<file path="src/rtl/nano_dmem_arbiter_pkg.sv">
// Shared types and constants for the nanoCPU data-memory arbiter.
// Holds the FSM state encoding, the port ids and the byte-to-word address slice.
package nano_dmem_arbiter_pkg;

    typedef enum logic [1:0] {
        ST_RR     = 2'd0,
        ST_LOCK_B = 2'd1,
        ST_YIELD  = 2'd2
    } arb_state_e;

    localparam logic PORT_A = 1'b0;
    localparam logic PORT_B = 1'b1;

    localparam int unsigned WADDR_HI = 28;
    localparam int unsigned WADDR_LO = 2;
    localparam int unsigned WADDR_W  = WADDR_HI - WADDR_LO + 1;

    function automatic logic [WADDR_W-1:0] word_addr(input logic [31:0] byte_addr);
        return byte_addr[WADDR_HI:WADDR_LO];
    endfunction

endpackage

</file>
<file path="src/rtl/nano_dmem_arbiter_rr_pick.sv">
// Two-input round-robin selector: a lone requester wins, a tie goes to the port
// that did not win the most recent grant.
module nano_dmem_arbiter_rr_pick
    import nano_dmem_arbiter_pkg::*;
(
    input  logic i_a_req,
    input  logic i_b_req,
    input  logic i_last_grant,
    output logic o_pick_a,
    output logic o_pick_b
);

    always_comb begin
        o_pick_a = i_a_req & (~i_b_req | (i_last_grant == PORT_B));
        o_pick_b = i_b_req & ~o_pick_a;
    end

endmodule

</file>
<file path="src/rtl/nano_dmem_arbiter.sv">
// Arbitrates the single-port data memory between the CPU (port A) and a DMA/debug
// master (port B): round-robin on conflict, bounded burst lock for B, conflict profiling.
module nano_dmem_arbiter
    import nano_dmem_arbiter_pkg::*;
#(
    parameter int unsigned MAX_LOCK = 8,
    parameter int unsigned CNT_W    = 16
) (
    input  logic              i_clock,
    input  logic              i_reset,
    input  logic              i_a_req,
    input  logic              i_a_we,
    input  logic [31:0]       i_a_addr,
    input  logic [31:0]       i_a_wdata,
    output logic              o_a_gnt,
    output logic              o_a_stall,
    output logic [31:0]       o_a_rdata,
    output logic              o_a_rvalid,
    input  logic              i_b_req,
    input  logic              i_b_we,
    input  logic [31:0]       i_b_addr,
    input  logic [31:0]       i_b_wdata,
    input  logic              i_b_lock,
    output logic              o_b_gnt,
    output logic [31:0]       o_b_rdata,
    output logic              o_b_rvalid,
    output logic [26:0]       o_m_addr,
    output logic [31:0]       o_m_wdata,
    output logic              o_m_wr,
    input  logic [31:0]       i_m_rdata,
    output logic [CNT_W-1:0]  o_conflict_cnt
);

    localparam logic [7:0] LOCK_LIMIT = 8'(MAX_LOCK);

    arb_state_e       r_state;
    logic [7:0]       r_lock_cnt;
    logic             r_last_grant;
    logic [31:0]      r_a_rdata;
    logic [31:0]      r_b_rdata;
    logic             r_a_rvalid;
    logic             r_b_rvalid;
    logic [CNT_W-1:0] r_conflict_cnt;

    logic             w_rr_a;
    logic             w_rr_b;
    logic             w_a_gnt;
    logic             w_b_gnt;
    logic [7:0]       w_lock_inc;
    logic [31:0]      w_own_addr;
    logic             w_unused_addr_bits;

    nano_dmem_arbiter_rr_pick u_rr_pick (
        .i_a_req      (i_a_req),
        .i_b_req      (i_b_req),
        .i_last_grant (r_last_grant),
        .o_pick_a     (w_rr_a),
        .o_pick_b     (w_rr_b)
    );

    // Grants are forced low during reset so no write can slip through that cycle.
    always_comb begin
        w_a_gnt = 1'b0;
        w_b_gnt = 1'b0;
        if (!i_reset) begin
            case (r_state)
                ST_RR: begin
                    w_a_gnt = w_rr_a;
                    w_b_gnt = w_rr_b;
                end
                ST_LOCK_B: begin
                    w_b_gnt = i_b_req;
                    w_a_gnt = i_a_req & ~i_b_req;
                end
                ST_YIELD: begin
                    w_a_gnt = i_a_req;
                    w_b_gnt = i_b_req & ~i_a_req;
                end
                default: begin
                    w_a_gnt = 1'b0;
                    w_b_gnt = 1'b0;
                end
            endcase
        end
    end

    assign w_lock_inc = r_lock_cnt + 8'd1;

    always_ff @(posedge i_clock) begin
        if (i_reset) begin
            r_state      <= ST_RR;
            r_lock_cnt   <= 8'd0;
            r_last_grant <= PORT_B;
        end else begin
            if (w_a_gnt || w_b_gnt) begin
                r_last_grant <= w_b_gnt ? PORT_B : PORT_A;
            end
            case (r_state)
                ST_RR: begin
                    if (w_b_gnt && i_b_lock) begin
                        r_lock_cnt <= 8'd1;
                        r_state    <= (LOCK_LIMIT <= 8'd1) ? ST_YIELD : ST_LOCK_B;
                    end
                end
                ST_LOCK_B: begin
                    if (!i_b_lock || !i_b_req) begin
                        r_lock_cnt <= 8'd0;
                        r_state    <= ST_RR;
                    end else begin
                        r_lock_cnt <= w_lock_inc;
                        if (w_lock_inc >= LOCK_LIMIT) begin
                            r_state <= ST_YIELD;
                        end
                    end
                end
                ST_YIELD: begin
                    r_lock_cnt <= 8'd0;
                    r_state    <= ST_RR;
                end
                default: begin
                    r_lock_cnt <= 8'd0;
                    r_state    <= ST_RR;
                end
            endcase
        end
    end

    always_ff @(posedge i_clock) begin
        if (i_reset) begin
            r_a_rdata      <= 32'd0;
            r_b_rdata      <= 32'd0;
            r_a_rvalid     <= 1'b0;
            r_b_rvalid     <= 1'b0;
            r_conflict_cnt <= '0;
        end else begin
            r_a_rvalid <= w_a_gnt & ~i_a_we;
            r_b_rvalid <= w_b_gnt & ~i_b_we;
            if (w_a_gnt && !i_a_we) begin
                r_a_rdata <= i_m_rdata;
            end
            if (w_b_gnt && !i_b_we) begin
                r_b_rdata <= i_m_rdata;
            end
            if (i_a_req && i_b_req && (r_conflict_cnt != '1)) begin
                r_conflict_cnt <= r_conflict_cnt + 1'b1;
            end
        end
    end

    // When idle the memory side shows port A, so waveforms stay stable.
    assign w_own_addr = w_b_gnt ? i_b_addr : i_a_addr;

    assign w_unused_addr_bits = ^{i_a_addr[31:29], i_a_addr[1:0], i_b_addr[31:29], i_b_addr[1:0]};

    assign o_a_gnt        = w_a_gnt;
    assign o_b_gnt        = w_b_gnt;
    assign o_a_stall      = i_a_req & ~w_a_gnt;
    assign o_m_addr       = word_addr(w_own_addr);
    assign o_m_wdata      = w_b_gnt ? i_b_wdata : i_a_wdata;
    assign o_m_wr         = (w_a_gnt & i_a_we) | (w_b_gnt & i_b_we);
    assign o_a_rdata      = r_a_rdata;
    assign o_b_rdata      = r_b_rdata;
    assign o_a_rvalid     = r_a_rvalid;
    assign o_b_rvalid     = r_b_rvalid;
    assign o_conflict_cnt = r_conflict_cnt;

endmodule
</file>
<file path="config.mk">
export PLATFORM = sky130hd
export DESIGN_NAME = nano_dmem_arbiter
export DESIGN_NICKNAME = d
export VERILOG_FILES = /design/src/rtl/nano_dmem_arbiter_pkg.sv /design/src/rtl/nano_dmem_arbiter_rr_pick.sv /design/src/rtl/nano_dmem_arbiter.sv
export SDC_FILE = /design/constraint.sdc
export NUM_CORES = 1
export LEC_CHECK = 0
export CORE_ASPECT_RATIO = 0.7
export CORE_MARGIN = 4
export CORE_UTILIZATION = 37
export DETAILED_ROUTE_END_ITERATION = 6
export HOLD_SLACK_MARGIN = 0.02
export PLACE_DENSITY = 0.84
export SKIP_LAST_GASP = 1
export SLEW_MARGIN = 10
export SYNTH_ARGS = -nofsm -noshare
export SYNTH_HDL_FRONTEND = slang
export SYNTH_SLANG_ARGS = --single-unit
</file>
<file path="constraint.sdc">
create_clock -name i_clock -period 2.7 [get_ports i_clock]
set_clock_uncertainty 0.1 [all_clocks]
set_input_delay 0.405 -clock i_clock [delete_from_list [all_inputs] [get_ports i_clock]]
set_output_delay 0.405 -clock i_clock [all_outputs]
set_load 0.05 [all_outputs]
</file>
==> impl_metrics.yaml <==
route:
  viasPerCell: 5.516
  route.layer.met1.wl_mm: 7.594
  wl_mm: 20.10
  drt_iter0_drc: 349
  antenna_left: 0
  top_layer_used: "met4"
  drt_pass1_iterations: 5
  wl_met3_mm: 1.371
  drc_errors: 0
  num_vias: 5279
  wl_per_cell_um: 21.01
  dr_wl_met2_mm: 10.70
status:
  status: "completed"
logic_synthesis:
  synth-seq-cells: 93
  synth-simple-area-share: 0.1603
  yosysSeqAreaShare: 0.3910
  synthesis.area_mm2: 0.004762
  syn_avg_cell_area_um2: 9.301
  synth_edf_count: 0
  synth-xor-area-share: 0.001839
  syn-num-nets: 682
  synthMuxAreaShare: 0.2278
  synth_fa_ha_area_frac: 0.007882
  synth.distinct_cells: 45
  syn_inst: 512
  async_flop_share: 0
  ys.warnings.count: 0
  synth_top_family_by_area: "multiplexers"
  ys.flop_type: "dfxtp_1"
  synth_compound_area_frac: 0.1582
critical_path:
  worst_path_max_delay_cell: "mux2_2"
  cpPeakStageDelay_ns: 0.43
  crit_fanout: 37
  r2r_slack_ns: 0.66
  crit_required_ns: 2.19
  path_class: "flop to output pin"
  cp_common_cell: "buf_12"
  critPathLaunchType: "flop"
  crit_arrival_ns: 2.04
  worst_setup_path_end_kind: "output pin"
  path_cells: "nor2b_2 > o22ai_4 > nand2_2 > buf_12 > mux2_2 > buf_12"
global_routing:
  grt_first_pass_wirelength_mm: 29.49
  antenna_found_initial: 0
  grt_util_all_layers: 0.2564
  grt_pass1_vias: 5261
  overflow: 0
  grt_max_degree: 53
timing:
  final.min_clock_period_ns: 2.547
  tightest_slew_ns: 0.6688
  whs_ns: 0.3570
  setup_viol: 0
  rsz0062_at_grt: "false"
  setup_tns_ns: 0
  fin_crit_sh: 0.9433
  slew-limit-headroom: 0.5527
  max_freq_mhz: 392.6
  finalHoldViolCount: 0
  final_max_slew_viol_count: 0
power:
  vdd_drop_max_uv: 373.8
  switching_share: 0.3169
  power_switching_uw: 1310
  internal-power_uw: 2824
  power_frac_seq: 0.346
  power-per-cell-area_mw_per_mm2: 466.4
  leakage_uw: 0.003283
  clockPowerShare: 0.316
  comb_power_share: 0.339
floorplanning:
  core.rowCount: 34
  num_io_pins: 312
  dieWidth_um: 143.6
  dieArea_mm2: 0.01478
  die_y_um: 102.9
  core_mm2: 0.01251
  initial_core_util: 0.3808
cts:
  cts_setup_buffers: 0
  cts-root-buf: "clkbuf_16"
  clock_latency_ns: 0.34
  clkSinkCount: 93
  clk_pin_slew_worst_paths_ns: 0.07
  htreeDepth: 3
  clockBufferDepth: 2
  numCtsBuffers: 9
  tritoncts: "yes"
final_layout:
  ff_latch_area_mm2: 0.001862
  instances_no_fill: 957
  multi_input_area_mm2: 0.002674
  mostFrequentLayoutCell: "clkdlybuf4s50_1"
  area_growth_pct: 86.18
  final_cell_mix: "237 x clkdlybuf4s50_1, 93 x dfxtp_1, 67 x mux2_2"
  diodes: 0
  nFillCells: 912
  nets: 960
  drive_above_1_share: 0.2164
min_path:
  hp-class: "input port to flop"
flow_run:
  maxCapViolCount: 0
place:
  portBuffers: 301
  dp.cells: 941
  gp_congestion: 0.8491
  hpwlAfterDp_mm: 16.06
[final timing paths]
kind | start | endpoint | cells past startpoint
hold reg to reg | o_b_rdata[11] | o_b_rdata[11] | 2
hold / removal | i_reset | r_last_grant | 3
setup / recovery | r_state[0] | o_m_addr[24] | 6
setup reg to reg | o_conflict_cnt[0] | o_conflict_cnt[6] | 5
[critical path, delay by kind of cell (launching register included)]
| family | cells | cell delay [ns] |
|---|---|---|
| multiplexers | 1 | 0.43 |
| AO/OA/AOI/OAI | 1 | 0.10 |
| buffers and inverters | 2 | 0.41 |
| AND/OR/NAND/NOR | 2 | 0.36 |
| flip-flops | 1 | 0.39 |
[final cells by class]
cell class | instances | share of cell area
well taps | 162 | 0.02286
inverters | 7 | 0.002964
clock buffers | 10 | 0.02695
clock inverters | 6 | 0.008044
flip-flops and latches | 93 | 0.2100
repair buffers | 316 | 0.4276
multi-input cells | 363 | 0.3016
[registers in the layout, summed over array words and instances, names as in the netlist]
name            cells
o_a_rvalid          1
o_conflict_cnt     16
r_lock_cnt          8
o_b_rdata          32
o_b_rvalid          1
r_last_grant        1
o_a_rdata          32
r_state             2
[logic make-up (layout without fill, tap and decap cells)]
family | after synthesis | count (layout)
xor gates and xnor gates | 1 | 1
buffers and inverters | 56 | 339
AOI/OAI and AO/OA | 111 | 111
muxes | 100 | 100
and+or+nand+nor | 148 | 148
DFF | 93 | 93
adders and majority gates | 3 | 3
[metal layers]
layer  GRT usage  vias to the layer above
li1            -                     2470
met1      0.3061                     2546
met2      0.4610                      233
met3     0.07093                       30
met4     0.06295                        0
met5           0                        -
[power groups by stage]
stage | registers, uW | clock network, uW | logic [uW]
after global routing | 1430 | 1390 | 1450
after global placement | 1460 | 0 | 1380
after CTS | 1430 | 1330 | 1400
after detailed placement | 1460 | 0 | 1400
final | 1430 | 1310 | 1400
after floorplan | 1570 | 0 | 544
[cell usage after synthesis, types with 5 or more instances]
cell / count / area, um^2
nor2_1: 50 / 187.7
a21oi_1: 44 / 220.2
o31ai_1: 35 / 262.8
a211oi_1: 5 / 37.54
nand2_1: 20 / 75.07
mux2i_1: 33 / 330.3
clkbuf_1: 33 / 123.9
nor2b_1: 10 / 62.56
inv_1: 6 / 22.52
and4_1: 5 / 43.79
mux2_2: 67 / 754.5
buf_2: 10 / 50.05
dfxtp_1: 93 / 1862
and3_1: 6 / 37.54
nand4_1: 40 / 250.2
[through the flow]
step                cell area, um^2  setup WS (ns)  utilization  total power (uW)
floorplan                      4767        0.05647            -              2110
global route                   8866        0.05031       0.7089              4275
global placement               8553         0.1877       0.6839              2833
detailed placement             8553         0.1919       0.6839              2859
finish                         8866         0.1530       0.7089              4135
CTS                            8864        0.08359       0.7087              4166
[timing repair]
| item | 4_1_cts | 5_1_grt |
|---|---|---|
| hold buffers | 0 | 0 |
| endpoints found under the setup margin | 0 | 3 |
| resized for setup | 0 | 1 |
| hold endpoints to repair | 0 | 0 |
(Power assumes the default switching activity.)
==> RTL edit 1: new RTL, same settings <==
Register the output `o_conflict_cnt` once more, cleared by the reset; this adds one clock of latency there. The other outputs are not delayed to match.
--- a/src/rtl/nano_dmem_arbiter.sv
+++ b/src/rtl/nano_dmem_arbiter.sv
@@ -163,5 +163,11 @@
     assign o_a_rvalid     = r_a_rvalid;
     assign o_b_rvalid     = r_b_rvalid;
-    assign o_conflict_cnt = r_conflict_cnt;
+    always_ff @(posedge i_clock) begin
+        if (i_reset) begin
+            o_conflict_cnt <= '0;
+        end else begin
+            o_conflict_cnt <= r_conflict_cnt;
+        end
+    end
 
 endmodule
Check against the original RTL: not equivalent (Yosys sat finds a counterexample within 4 cycles, from zero or initial values and one cycle with i_reset high).
==> RTL edit 1 against the unedited design <==
Die area increased by 8.3%. Register-to-register slack got worse by 0.13 ns. Maximum frequency increased by 0.30%. Power increased by 7.2%. Sequential share of layout area increased by 2.3 points. Core utilization decreased by 1.1 points. Count of clock-buffer cells in the layout unchanged. Sequential cell count increased by 16. Critical path depth unchanged. Area after synthesis increased by 8.9%. Wire length increased by 9.2%. Setup slack improved by 0.0077 ns. Final area increased by 5.8%. Largest power group unchanged.
==> RTL edit 1: results (changes against the unedited design) <==
| Metric | Value |
|---|---|
| Max Used Layer | met5 |
| Via count | 5460 (+3.4%) |
| Met2 WL post-DR | 11200 um (+4.7%) |
| P_leak | 3.49 nW (+6.3%) |
| Worst-path maximum fanout | 12 (-68%) |
| Rel. slew slack | 0.459 (-0.0933) |
| Post-Synth Adder-Cell Area | 0.00724 (-0.000641) |
| Met3 GRT Util | 0.0786 (+0.00765) |
| Syn Area/Cell | 9.58 um2 (+3.0%) |
| Hold Path Sink | o_a_rdata[30] |
| Peak VDD IR | 0.341 mV (-8.7%) |
| Compound-Gate Fraction of Synth Area | 0.144 (-0.0146) |
| Hold slack | 0.307 ns (-0.0505 ns) |
| Post-synthesis net count | 711 (+4.3%) |
| Top post-synthesis cells by area | dfxtp_1 (42%), mux2_2 (15%), mux2i_1 (6.2%) |
| R2r endpoint | r_conflict_cnt[13] |
| Final Wtd Congestion | 0.884 (+4.1%) |
| Post-DP Area | 9060 um2 (+6.0%) |
| DP Wirelength | 17900 um (+11%) |
| DRT iter0 DRCs | 434 (+24%) |
| Seq/Total Area, Yosys | 0.421 (+0.0300) |
| Post-Synth XOR/XNOR Area | 0.00169 (-0.000150) |
| Post-synthesis mux area share | 0.216 (-0.0118) |
| WL/cell | 21.4 um (+2.1%) |
| Reg2Reg Setup Slack | 0.53 ns (-0.13 ns) |
| Met1 global-route usage | 0.317 (+0.0111) |
| Initial antenna violation count | 4 (+4) |
| Global-route wire length before repair | 31700 um (+7.4%) |
| Status | completed |
-- RTL edit 1: area by class of cell --
cell class,instances,area (um2),share of cell area
Multi-Input combinational cell,378,2790,0.297
Timing Repair Buffer,325,3830,0.409
Clock inverter,6,77.6,0.00827
Tap cell,185,231,0.0247
Antenna cell,2,5.00,0.000534
Inverter,9,33.8,0.00360
Sequential cell,109,2180,0.233
Clock buffer,10,229,0.0244
-- RTL edit 1: worst max-delay path, cell delays in order, from the launching register on --
cell,delay (ns)
dfxtp_1,0.38
nor2b_2,0.18
o22ai_2,0.11
nand2_2,0.17
buf_4,0.24
mux2_2,0.42
buf_12,0.17
-- RTL edit 1: report_power, final --
part	internal, W	total (W)	switching, W
sequential	0.00164	0.00166	0.0000213
clock	0.000741	0.00138	0.000636
combinational	0.000660	0.00139	0.000731
==> RTL edit 2: new RTL, same flow settings <==
Without the edit above. Set the parameter `CNT_W` to 18 (it was 16).
--- a/src/rtl/nano_dmem_arbiter.sv
+++ b/src/rtl/nano_dmem_arbiter.sv
@@ -5,5 +5,5 @@
 #(
     parameter int unsigned MAX_LOCK = 8,
-    parameter int unsigned CNT_W    = 16
+    parameter int unsigned CNT_W    = 18
 ) (
     input  logic              i_clock,
Ports: changed (resized o_conflict_cnt); port bits go from 312 to 314. The function was not compared with the original's and may differ.
==> RTL edit 2 against the unedited design <==
Sequential cell count up 2. Final area up 1.9%. Die area up 2.9%. Setup slack worse by 0.031 ns. Wire length up 7.3%. Synthesized cell count up 3.9%. Power up 1.2%. Area after synthesis up 3.1%. Global-route usage up 2.1 points.
==> RTL edit 2: results (changes against the unedited design) <==
| Metric | Value |
|---|---|
| Pre-CTS WS | 0.0924 ns (-0.0995 ns) |
| Fmax | 0.388 GHz (-1.2%) |
| Placed insts | 964 (+2.4%) |
| Share of layout cells above drive strength 1 | 0.215 (-0.00119) |
| Top-area cell type share of the netlist area | 0.387 (-0.00370) |
| Top post-synthesis cells by area | dfxtp_1 (39%), mux2_2 (15%), mux2i_1 (6.7%) |
| Status | completed |
| Post-synthesis net count | 702 (+2.9%) |
| Final nets | 983 (+2.4%) |
| WL/cell | 22.0 um (+4.8%) |
| PortBufs | 303 (+0.66%) |
| Seq/Total Area, Yosys | 0.387 (-0.00370) |
| Worst-path maximum fanout | 9 (-76%) |
| Crit path to | o_m_addr[20] |
| DRT iter0 DRCs | 504 (+44%) |
| Commonest cells post-synth | dfxtp_1 (95), mux2_2 (65), a21oi_1 (51) |
| R2r endpoint | o_conflict_cnt[8] |
| Peak VDD IR | 0.343 mV (-8.3%) |
| Rel. slew slack | 0.293 (-0.259) |
| Final Wtd Congestion | 0.858 (+1.1%) |
| Initial antenna violation count | 1 (+1) |
| All-Layer GR Usage | 0.277 (+0.0210) |
| Largest net degree at the start of global routing | 76 (+43%) |
| Switching part of the total | 0.314 (-0.00268) |
| Vias per cell | 5.66 (+2.7%) |
## RTL edit 2: cell types whose count changed after synthesis, moves of 5 or more
cell     delta
buf_2       -5
o21ai_0     +6
a21oi_1     +7
buf_4       +5
nand3_1     +6
nand2_1     -8
nor4_1      +5
## RTL edit 2: power by group through the flow
stage,logic [W],registers (W),clock network (W)
3_3_place_gp,0.00136,0.00149,0
2_1_floorplan,0.000541,0.00160,0
6_report,0.00139,0.00146,0.00134
5_1_grt,0.00144,0.00146,0.00142
3_5_place_dp,0.00139,0.00149,0
4_1_cts,0.00139,0.00146,0.00136
## RTL edit 2: final cells by class
type	count	area [um2]
fillers	925	3680
repair buffers	318	3800
clock inverters	5	62.6
well taps	162	203
inverters	8	30.0
multi-input cells	381	2790
clock buffers	11	253
flip-flops and latches	95	1900
## RTL edit 2: through the flow
| stage | power (W) | utilization | hold slack, ns | area (um2) |
|---|---|---|---|---|
| 2_1_floorplan | 0.00214 | - | 0.370 | 4920 |
| 3_3_place_gp | 0.00285 | 0.685 | 0.357 | 8710 |
| 3_5_place_dp | 0.00288 | 0.685 | 0.362 | 8710 |
| 4_1_cts | 0.00421 | 0.710 | 0.373 | 9030 |
| 5_1_grt | 0.00432 | 0.710 | 0.354 | 9030 |
| 6_report | 0.00419 | 0.710 | 0.333 | 9030 |
## RTL edit 2: cell families (layout without fill, tap and decap cells)
kind of cell / count (synthesis) / in the layout / synth area share
buf+inv: 56 / 342 / 0.0494
fa+ha+maj: 3 / 3 / 0.00764
compound gates: 122 / 122 / 0.164
xor+xnor: 3 / 3 / 0.00535
mux: 98 / 98 / 0.216
simple gates: 155 / 155 / 0.170
flops: 95 / 95 / 0.387
## RTL edit 2: worst max-delay path: cells and delay by family (launching register included)
kind	cells	cell delay [ns]
mux	1	0.43
flops	1	0.39
buf+inv	2	0.39
simple gates	2	0.37
compound gates	1	0.14
## RTL edit 2: metal layers
metal | part of all wire | up-vias | GRT usage
met2 | 0.53 | 251 | 0.522
met5 | 0.00065 | - | 0
met1 | 0.37 | 2687 | 0.296
li1 | - | 2566 | -
met4 | 0.032 | 2 | 0.0874
met3 | 0.066 | 45 | 0.0836
## RTL edit 2: worst min path at each step
stage,cells after the start,to,from,slack (ns)
finish,4,o_b_rvalid,i_reset,0.33
global route,4,o_b_rvalid,i_reset,0.35
CTS,2,o_b_rdata[8],o_b_rdata[8],0.37
detailed placement,2,o_b_rdata[8],o_b_rdata[8],0.36
global placement,2,o_b_rdata[11],o_b_rdata[11],0.36
floorplan,2,r_lock_cnt[7],r_lock_cnt[7],0.37
